--- src/rtl/fifo_modport.sv ---
// Single-clock byte FIFO with registered read data and occupancy/full/empty status.
// Optional sticky overflow/underflow flags when FIFO_ERR_FLAGS_EN is defined.
module fifo_modport #(
  parameter int DATA_W = 8,
  parameter int DEPTH  = 8,
  parameter int CNT_W  = 4
) (
  input  logic              wr_clk,
  input  logic              rst,
  input  logic              wr_en,
  input  logic [DATA_W-1:0] wdata,
  input  logic              rd_en,
  output logic [DATA_W-1:0] rdata,
  output logic              full,
  output logic              empty,
`ifdef FIFO_ERR_FLAGS_EN
  output logic              overflow,
  output logic              underflow,
`endif
  output logic [CNT_W-1:0]  fifo_counter
);

  localparam int PTR_W = $clog2(DEPTH);

  logic [DATA_W-1:0] mem_q [DEPTH];
  logic [PTR_W-1:0]  wr_ptr_q, wr_ptr_d;
  logic [PTR_W-1:0]  rd_ptr_q, rd_ptr_d;
  logic [CNT_W-1:0]  cnt_q, cnt_d;
  logic [DATA_W-1:0] rdata_q, rdata_d;
  logic              wr_acc;
  logic              rd_acc;

  // Status comes only from the registered count, so no input reaches an output.
  assign full  = (cnt_q == CNT_W'(DEPTH));
  assign empty = (cnt_q == '0);

  assign wr_acc = wr_en & ~full;
  assign rd_acc = rd_en & ~empty;

  always_comb begin
    wr_ptr_d = wr_ptr_q;
    rd_ptr_d = rd_ptr_q;
    cnt_d    = cnt_q;
    rdata_d  = rdata_q;
    if (wr_acc) wr_ptr_d = wr_ptr_q + PTR_W'(1);
    if (rd_acc) begin
      rd_ptr_d = rd_ptr_q + PTR_W'(1);
      rdata_d  = mem_q[rd_ptr_q];
    end
    case ({wr_acc, rd_acc})
      2'b10:   cnt_d = cnt_q + CNT_W'(1);
      2'b01:   cnt_d = cnt_q - CNT_W'(1);
      default: cnt_d = cnt_q;
    endcase
  end

  always_ff @(posedge wr_clk) begin
    if (!rst) begin
      wr_ptr_q <= '0;
      rd_ptr_q <= '0;
      cnt_q    <= '0;
      rdata_q  <= '0;
    end else begin
      wr_ptr_q <= wr_ptr_d;
      rd_ptr_q <= rd_ptr_d;
      cnt_q    <= cnt_d;
      rdata_q  <= rdata_d;
    end
  end

  // Storage is deliberately left out of reset; the pointers define what is valid.
  always_ff @(posedge wr_clk) begin
    if (rst && wr_acc) mem_q[wr_ptr_q] <= wdata;
  end

`ifdef FIFO_ERR_FLAGS_EN
  logic ovf_q, unf_q;

  always_ff @(posedge wr_clk) begin
    if (!rst) begin
      ovf_q <= 1'b0;
      unf_q <= 1'b0;
    end else begin
      if (wr_en && full)  ovf_q <= 1'b1;
      if (rd_en && empty) unf_q <= 1'b1;
    end
  end

  assign overflow  = ovf_q;
  assign underflow = unf_q;
`endif

  assign rdata        = rdata_q;
  assign fifo_counter = cnt_q;

endmodule

--- config.mk ---
export PLATFORM = sky130hd
export DESIGN_NAME = fifo_modport
export DESIGN_NICKNAME = d
export VERILOG_FILES = /design/src/rtl/fifo_modport.sv
export SDC_FILE = /design/constraint.sdc
export NUM_CORES = 1
export LEC_CHECK = 0
export CORE_MARGIN = 2
export CORE_UTILIZATION = 50
export CTS_BUF_LIST = sky130_fd_sc_hd__clkbuf_8
export DETAILED_ROUTE_END_ITERATION = 8
export GPL_ROUTABILITY_DRIVEN = 0
export PLACE_DENSITY = 0.75
export SETUP_SLACK_MARGIN = 0.2
export SLEW_MARGIN = 20
export SYNTH_ARGS = -nofsm -noshare
export SYNTH_HDL_FRONTEND = slang
export SYNTH_SLANG_ARGS = --single-unit
--- constraint.sdc ---
create_clock -name wr_clk -period 2.26 [get_ports wr_clk]
set_input_delay 0.226 -clock wr_clk [delete_from_list [all_inputs] [get_ports wr_clk]]
set_output_delay 0.226 -clock wr_clk [all_outputs]
set_load 0.01 [all_outputs]
==> impl_metrics.prom <==
# TYPE chip_impl_metric gauge
chip_impl_metric{name="r2r.worst_path.cells",unit=""} 8
chip_impl_metric{name="gr-usage-all-layers",unit="%"} 17.9
chip_impl_metric{name="placement_row_count",unit=""} 29
chip_impl_metric{name="timing_worst_slew_pin_value",unit="ps"} 853
chip_impl_metric{name="core_region_area",unit="sq mm"} 0.00628
chip_impl_metric{name="timing.clock.skew",unit="ps"} 9.72
chip_impl_metric{name="clock_insertion_delay_worst_skew",unit="ps"} 350
chip_impl_metric{name="finish.cell_count_without_fillers",unit=""} 320
chip_impl_metric{name="flow.area_growth_from_synthesis",unit="%"} 21.8
chip_impl_metric{name="final-setup-viol-count",unit=""} 0
chip_impl_info{name="root_buf_cell",value="sky130_fd_sc_hd__clkbuf_8"} 1
chip_impl_metric{name="area_after_detailed_placement",unit="sq mm"} 0.00373
chip_impl_metric{name="sw_share",unit="%"} 29.2
chip_impl_info{name="worstHoldEndpoint",value="fifo_counter[3]"} 1
chip_impl_metric{name="first_global_vias",unit=""} 1853
chip_impl_metric{name="comb_power_share",unit="%"} 28.2
chip_impl_metric{name="netSwitchingPower",unit="mW"} 1.14
chip_impl_metric{name="grt_overflow_total",unit=""} 0
chip_impl_metric{name="required",unit="ps"} 2540
chip_impl_metric{name="place.detailed.hpwl",unit="mm"} 3.72
chip_impl_metric{name="antenna_cells",unit=""} 0
chip_impl_metric{name="route.detailed.wl_per_inst",unit="um"} 18.2
chip_impl_metric{name="yosysWarningCount",unit=""} 0
chip_impl_metric{name="syn-mean-instance-area",unit="sq um"} 16.8
chip_impl_metric{name="internal_power",unit="mW"} 2.77
chip_impl_metric{name="tritoncts.num_buffers",unit=""} 9
chip_impl_info{name="regToRegEndpoint",value="fifo_counter[3]"} 1
chip_impl_metric{name="clkPwrFrac",unit="%"} 24.8
chip_impl_info{name="cp-end-kind",value="flip-flop"} 1
chip_impl_info{name="critPathKind",value="reg2reg"} 1
chip_impl_metric{name="grt_start_max_net_pins",unit=""} 19
chip_impl_metric{name="drtAntennaViolNets",unit=""} 0
chip_impl_metric{name="cp_max_fo",unit=""} 4
chip_impl_metric{name="arrival",unit="ps"} 2440
chip_impl_metric{name="cts.clk_slew.worst_paths",unit="ps"} 90
chip_impl_info{name="run_status",value="completed"} 1
chip_impl_metric{name="yosysSeqAreaShare",unit="%"} 70.7
chip_impl_metric{name="cts.htree.levels",unit=""} 3
chip_impl_metric{name="totalPowerFinal",unit="mW"} 3.91
chip_impl_info{name="rsz0062_at_grt",value="true"} 1
chip_impl_metric{name="detailroute.via_count",unit=""} 1789
chip_impl_metric{name="placed_cells_incl_taps",unit=""} 303
chip_impl_metric{name="drive_gt1_share",unit="%"} 27.2
chip_impl_metric{name="mappedNetlistNets",unit=""} 210
chip_impl_metric{name="worst_path_largest_cell_delay",unit="ps"} 580
chip_impl_metric{name="grt_pass1_wl",unit="mm"} 9.56
chip_impl_metric{name="p_leak",unit="nW"} 1.32
chip_impl_metric{name="io_buffer_count",unit=""} 25
chip_impl_metric{name="max_freq",unit="GHz"} 0.463
chip_impl_metric{name="dr.first_iter.drc_count",unit=""} 181
chip_impl_metric{name="n_fill_cell",unit=""} 460
chip_impl_metric{name="routed_wl",unit="mm"} 5.81
chip_impl_metric{name="hold_violation_total_from_the_final_report",unit=""} 0
chip_impl_metric{name="timing_max_transition_violations_final",unit=""} 0
chip_impl_metric{name="postSynthCellCount",unit=""} 192
chip_impl_metric{name="via_to_cell_ratio",unit=""} 5.59
chip_impl_info{name="critical_path.slowest_cell",value="sky130_fd_sc_hd__or4b_4"} 1
chip_impl_info{name="critical_path.reg2reg.startpoint",value="fifo_counter[0]"} 1
chip_impl_metric{name="detail_route.drc_violations",unit=""} 0
chip_impl_metric{name="max_cap_violations",unit=""} 0
chip_impl_metric{name="grt_antenna_before_repair",unit=""} 0
chip_impl_metric{name="powerDensity",unit="mW/mm^2"} 995
chip_impl_info{name="timing.hold.worst.class",value="reg2reg"} 1
chip_impl_metric{name="final_core_utilization",unit="%"} 62.6
chip_impl_metric{name="cts_max_path_buffers",unit=""} 2
chip_impl_metric{name="seq_power_share",unit="%"} 47.0
chip_impl_metric{name="synth_cell_type_count",unit=""} 30
chip_impl_metric{name="r2r_slack",unit="ps"} 100
chip_impl_metric{name="io-pin-count",unit=""} 26
chip_impl_info{name="tritoncts",value="done"} 1
chip_impl_info{name="worst_setup_path_start_kind",value="flip-flop"} 1
chip_impl_metric{name="fin_crit",unit="ps"} 2160
chip_impl_metric{name="die-width",unit="um"} 84.3
chip_impl_metric{name="finish.net_count",unit=""} 256
chip_impl_metric{name="final.hold.worst_slack",unit="ps"} 518
chip_impl_metric{name="slew_headroom",unit="%"} 42.9
chip_impl_info{name="hold_start",value="fifo_counter[3]"} 1
chip_impl_metric{name="die_h",unit="um"} 84.3
chip_impl_metric{name="irDropWorstVdd",unit="uV"} 596
chip_impl_metric{name="start_util",unit="%"} 51.4
chip_impl_metric{name="area_of_all_placed_cells_without_fillers",unit="sq mm"} 0.00393
chip_impl_metric{name="dr.pass1.iters",unit=""} 5
chip_impl_metric{name="die_area",unit="sq mm"} 0.00711
chip_impl_metric{name="post_synth_instance_area",unit="sq mm"} 0.00323
chip_impl_metric{name="tritoncts_num_sinks",unit=""} 82
chip_impl_metric{name="number_of_storage_elements_in_the_synthesis_netlist",unit=""} 82
chip_impl_metric{name="post-route-period-util",unit="%"} 95.5
chip_impl_info{name="timing.critical_path.cells",value="or4b_4, nand2_8, ha_4, ha_4, a21o_2, a21oi_2, mux2i_1, mux2i_1"} 1
chip_impl_metric{name="min_path_cells",unit=""} 2
==> logic make-up after synthesis <==
logic type / after synthesis / synth area share, %
AOI/OAI and AO/OA: 22 / 4.15
DFF: 82 / 70.7
buffers and inverters: 13 / 1.82
adders and majority gates: 6 / 2.56
muxes: 19 / 12.1
xor gates and xnor gates: 6 / 1.63
and+or+nand+nor: 44 / 7.02
==> critical path, delay by kind of cell, from the launching register on <==
kind / cells / cell delay, ps
AND/OR/NAND/NOR: 2 / 670
multiplexers: 2 / 410
adder cells (fa/ha/maj): 2 / 350
flip-flops: 1 / 340
AO/OA/AOI/OAI: 2 / 310
==> flip-flops by register name, summed over array words and instances (netlist names) <==
signal        count
rd_ptr_q          3
fifo_counter      4
wr_ptr_q          3
mem_q            64
rdata             8
==> synthesized netlist by cell type <==
| cell type | instances | area, sq um |
|---|---|---|
| sky130_fd_sc_hd__nand3_1 | 4 | 20.0 |
| sky130_fd_sc_hd__o22ai_1 | 8 | 50.1 |
| sky130_fd_sc_hd__a21o_2 | 1 | 8.76 |
| sky130_fd_sc_hd__buf_4 | 1 | 7.51 |
| sky130_fd_sc_hd__nand2_4 | 1 | 11.3 |
| sky130_fd_sc_hd__or4b_1 | 1 | 10.0 |
| sky130_fd_sc_hd__xor2_1 | 2 | 17.5 |
| sky130_fd_sc_hd__a21oi_1 | 1 | 5.00 |
| sky130_fd_sc_hd__fa_1 | 1 | 20.0 |
| sky130_fd_sc_hd__o41a_2 | 1 | 12.5 |
| sky130_fd_sc_hd__mux4_2 | 16 | 360 |
| sky130_fd_sc_hd__o21ai_0 | 10 | 50.1 |
| sky130_fd_sc_hd__xnor2_1 | 4 | 35.0 |
| sky130_fd_sc_hd__nor2b_1 | 1 | 6.26 |
| sky130_fd_sc_hd__buf_1 | 1 | 3.75 |
| sky130_fd_sc_hd__nand2_1 | 8 | 30.0 |
| sky130_fd_sc_hd__dfxtp_1 | 18 | 360 |
| sky130_fd_sc_hd__nor3_1 | 4 | 20.0 |
| sky130_fd_sc_hd__clkbuf_1 | 2 | 7.51 |
| sky130_fd_sc_hd__nor4_1 | 3 | 18.8 |
| sky130_fd_sc_hd__or3b_2 | 1 | 8.76 |
| sky130_fd_sc_hd__buf_2 | 5 | 25.0 |
| sky130_fd_sc_hd__and2_1 | 7 | 43.8 |
| sky130_fd_sc_hd__edfxtp_1 | 64 | 1920 |
| sky130_fd_sc_hd__inv_1 | 4 | 15.0 |
| sky130_fd_sc_hd__nor2_1 | 12 | 45.0 |
| sky130_fd_sc_hd__ha_1 | 5 | 62.6 |
| sky130_fd_sc_hd__nand2b_1 | 2 | 12.5 |
| sky130_fd_sc_hd__mux2i_1 | 3 | 30.0 |
| sky130_fd_sc_hd__a21boi_0 | 1 | 7.51 |
==> worst max-delay path by stage <==
stage	from	endpoint	slack, ps	cells past startpoint
floorplan	fifo_counter[1]	fifo_counter[3]	50	9
global placement	fifo_counter[1]	fifo_counter[3]	80	8
detailed placement	fifo_counter[1]	fifo_counter[3]	30	8
CTS	fifo_counter[0]	fifo_counter[3]	100	8
global route	fifo_counter[0]	fifo_counter[3]	-30	8
finish	fifo_counter[0]	fifo_counter[3]	100	8
==> layer usage <==
metal,GRT usage [%],part of all wire (%)
met3,4.42,3.3
met5,0,0
met4,5.92,1.0
met1,23.2,43
met2,30.1,52
==> repair_timing <==
action	CTS	global route
buffers inserted	0	1
pin swaps	2	1
resized for setup	2	4
endpoints found under the setup margin	4	3
hold buffers	0	0
==> final cells by class <==
cell class / count / area (sq um) / share of cell area [%]
Sequential cell: 82 / 2290 / 58.3
Multi-Input combinational cell: 97 / 951 / 24.2
Clock buffer: 9 / 124 / 3.15
Tap cell: 77 / 96.3 / 2.45
Inverter: 4 / 15.0 / 0.382
Clock inverter: 7 / 60.1 / 1.53
Timing Repair Buffer: 44 / 392 / 9.97
==> power groups by stage <==
stage	registers (mW)	clock network, mW	logic [mW]
floorplan	1.92	0	0.614
global placement	1.86	0	1.09
detailed placement	1.87	0	1.10
CTS	1.83	0.991	1.11
global route	1.85	1.06	1.21
finish	1.84	0.971	1.10
==> placed cells by master, fill, tap and decap left out, types with 2 or more instances in the layout <==
cell type / n
sky130_fd_sc_hd__mux4_2: 16
sky130_fd_sc_hd__o21ai_0: 8
sky130_fd_sc_hd__xor2_1: 2
sky130_fd_sc_hd__inv_6: 2
sky130_fd_sc_hd__ha_1: 3
sky130_fd_sc_hd__nand3_1: 4
sky130_fd_sc_hd__buf_4: 19
sky130_fd_sc_hd__nand2_1: 8
sky130_fd_sc_hd__o22ai_1: 8
sky130_fd_sc_hd__dfxtp_4: 2
sky130_fd_sc_hd__xnor2_1: 4
sky130_fd_sc_hd__nor3_1: 4
sky130_fd_sc_hd__mux2i_1: 3
sky130_fd_sc_hd__ha_4: 2
sky130_fd_sc_hd__clkinvlp_4: 3
sky130_fd_sc_hd__nor4_2: 2
sky130_fd_sc_hd__inv_1: 3
sky130_fd_sc_hd__nor2_1: 12
sky130_fd_sc_hd__and2_1: 7
sky130_fd_sc_hd__edfxtp_1: 64
sky130_fd_sc_hd__clkdlybuf4s50_1: 24
sky130_fd_sc_hd__dfxtp_1: 15
sky130_fd_sc_hd__clkbuf_8: 9
sky130_fd_sc_hd__o21ai_1: 2
sky130_fd_sc_hd__nand2b_1: 2
==> stage by stage <==
step,TNS (ps),setup slack [ps]
2_1_floorplan,0,47.3
3_3_place_gp,0,77.7
3_5_place_dp,0,31.3
4_1_cts,0,102
5_1_grt,-25.1,-25.1
6_report,0,101
Power figures use the tool's default switching activity.
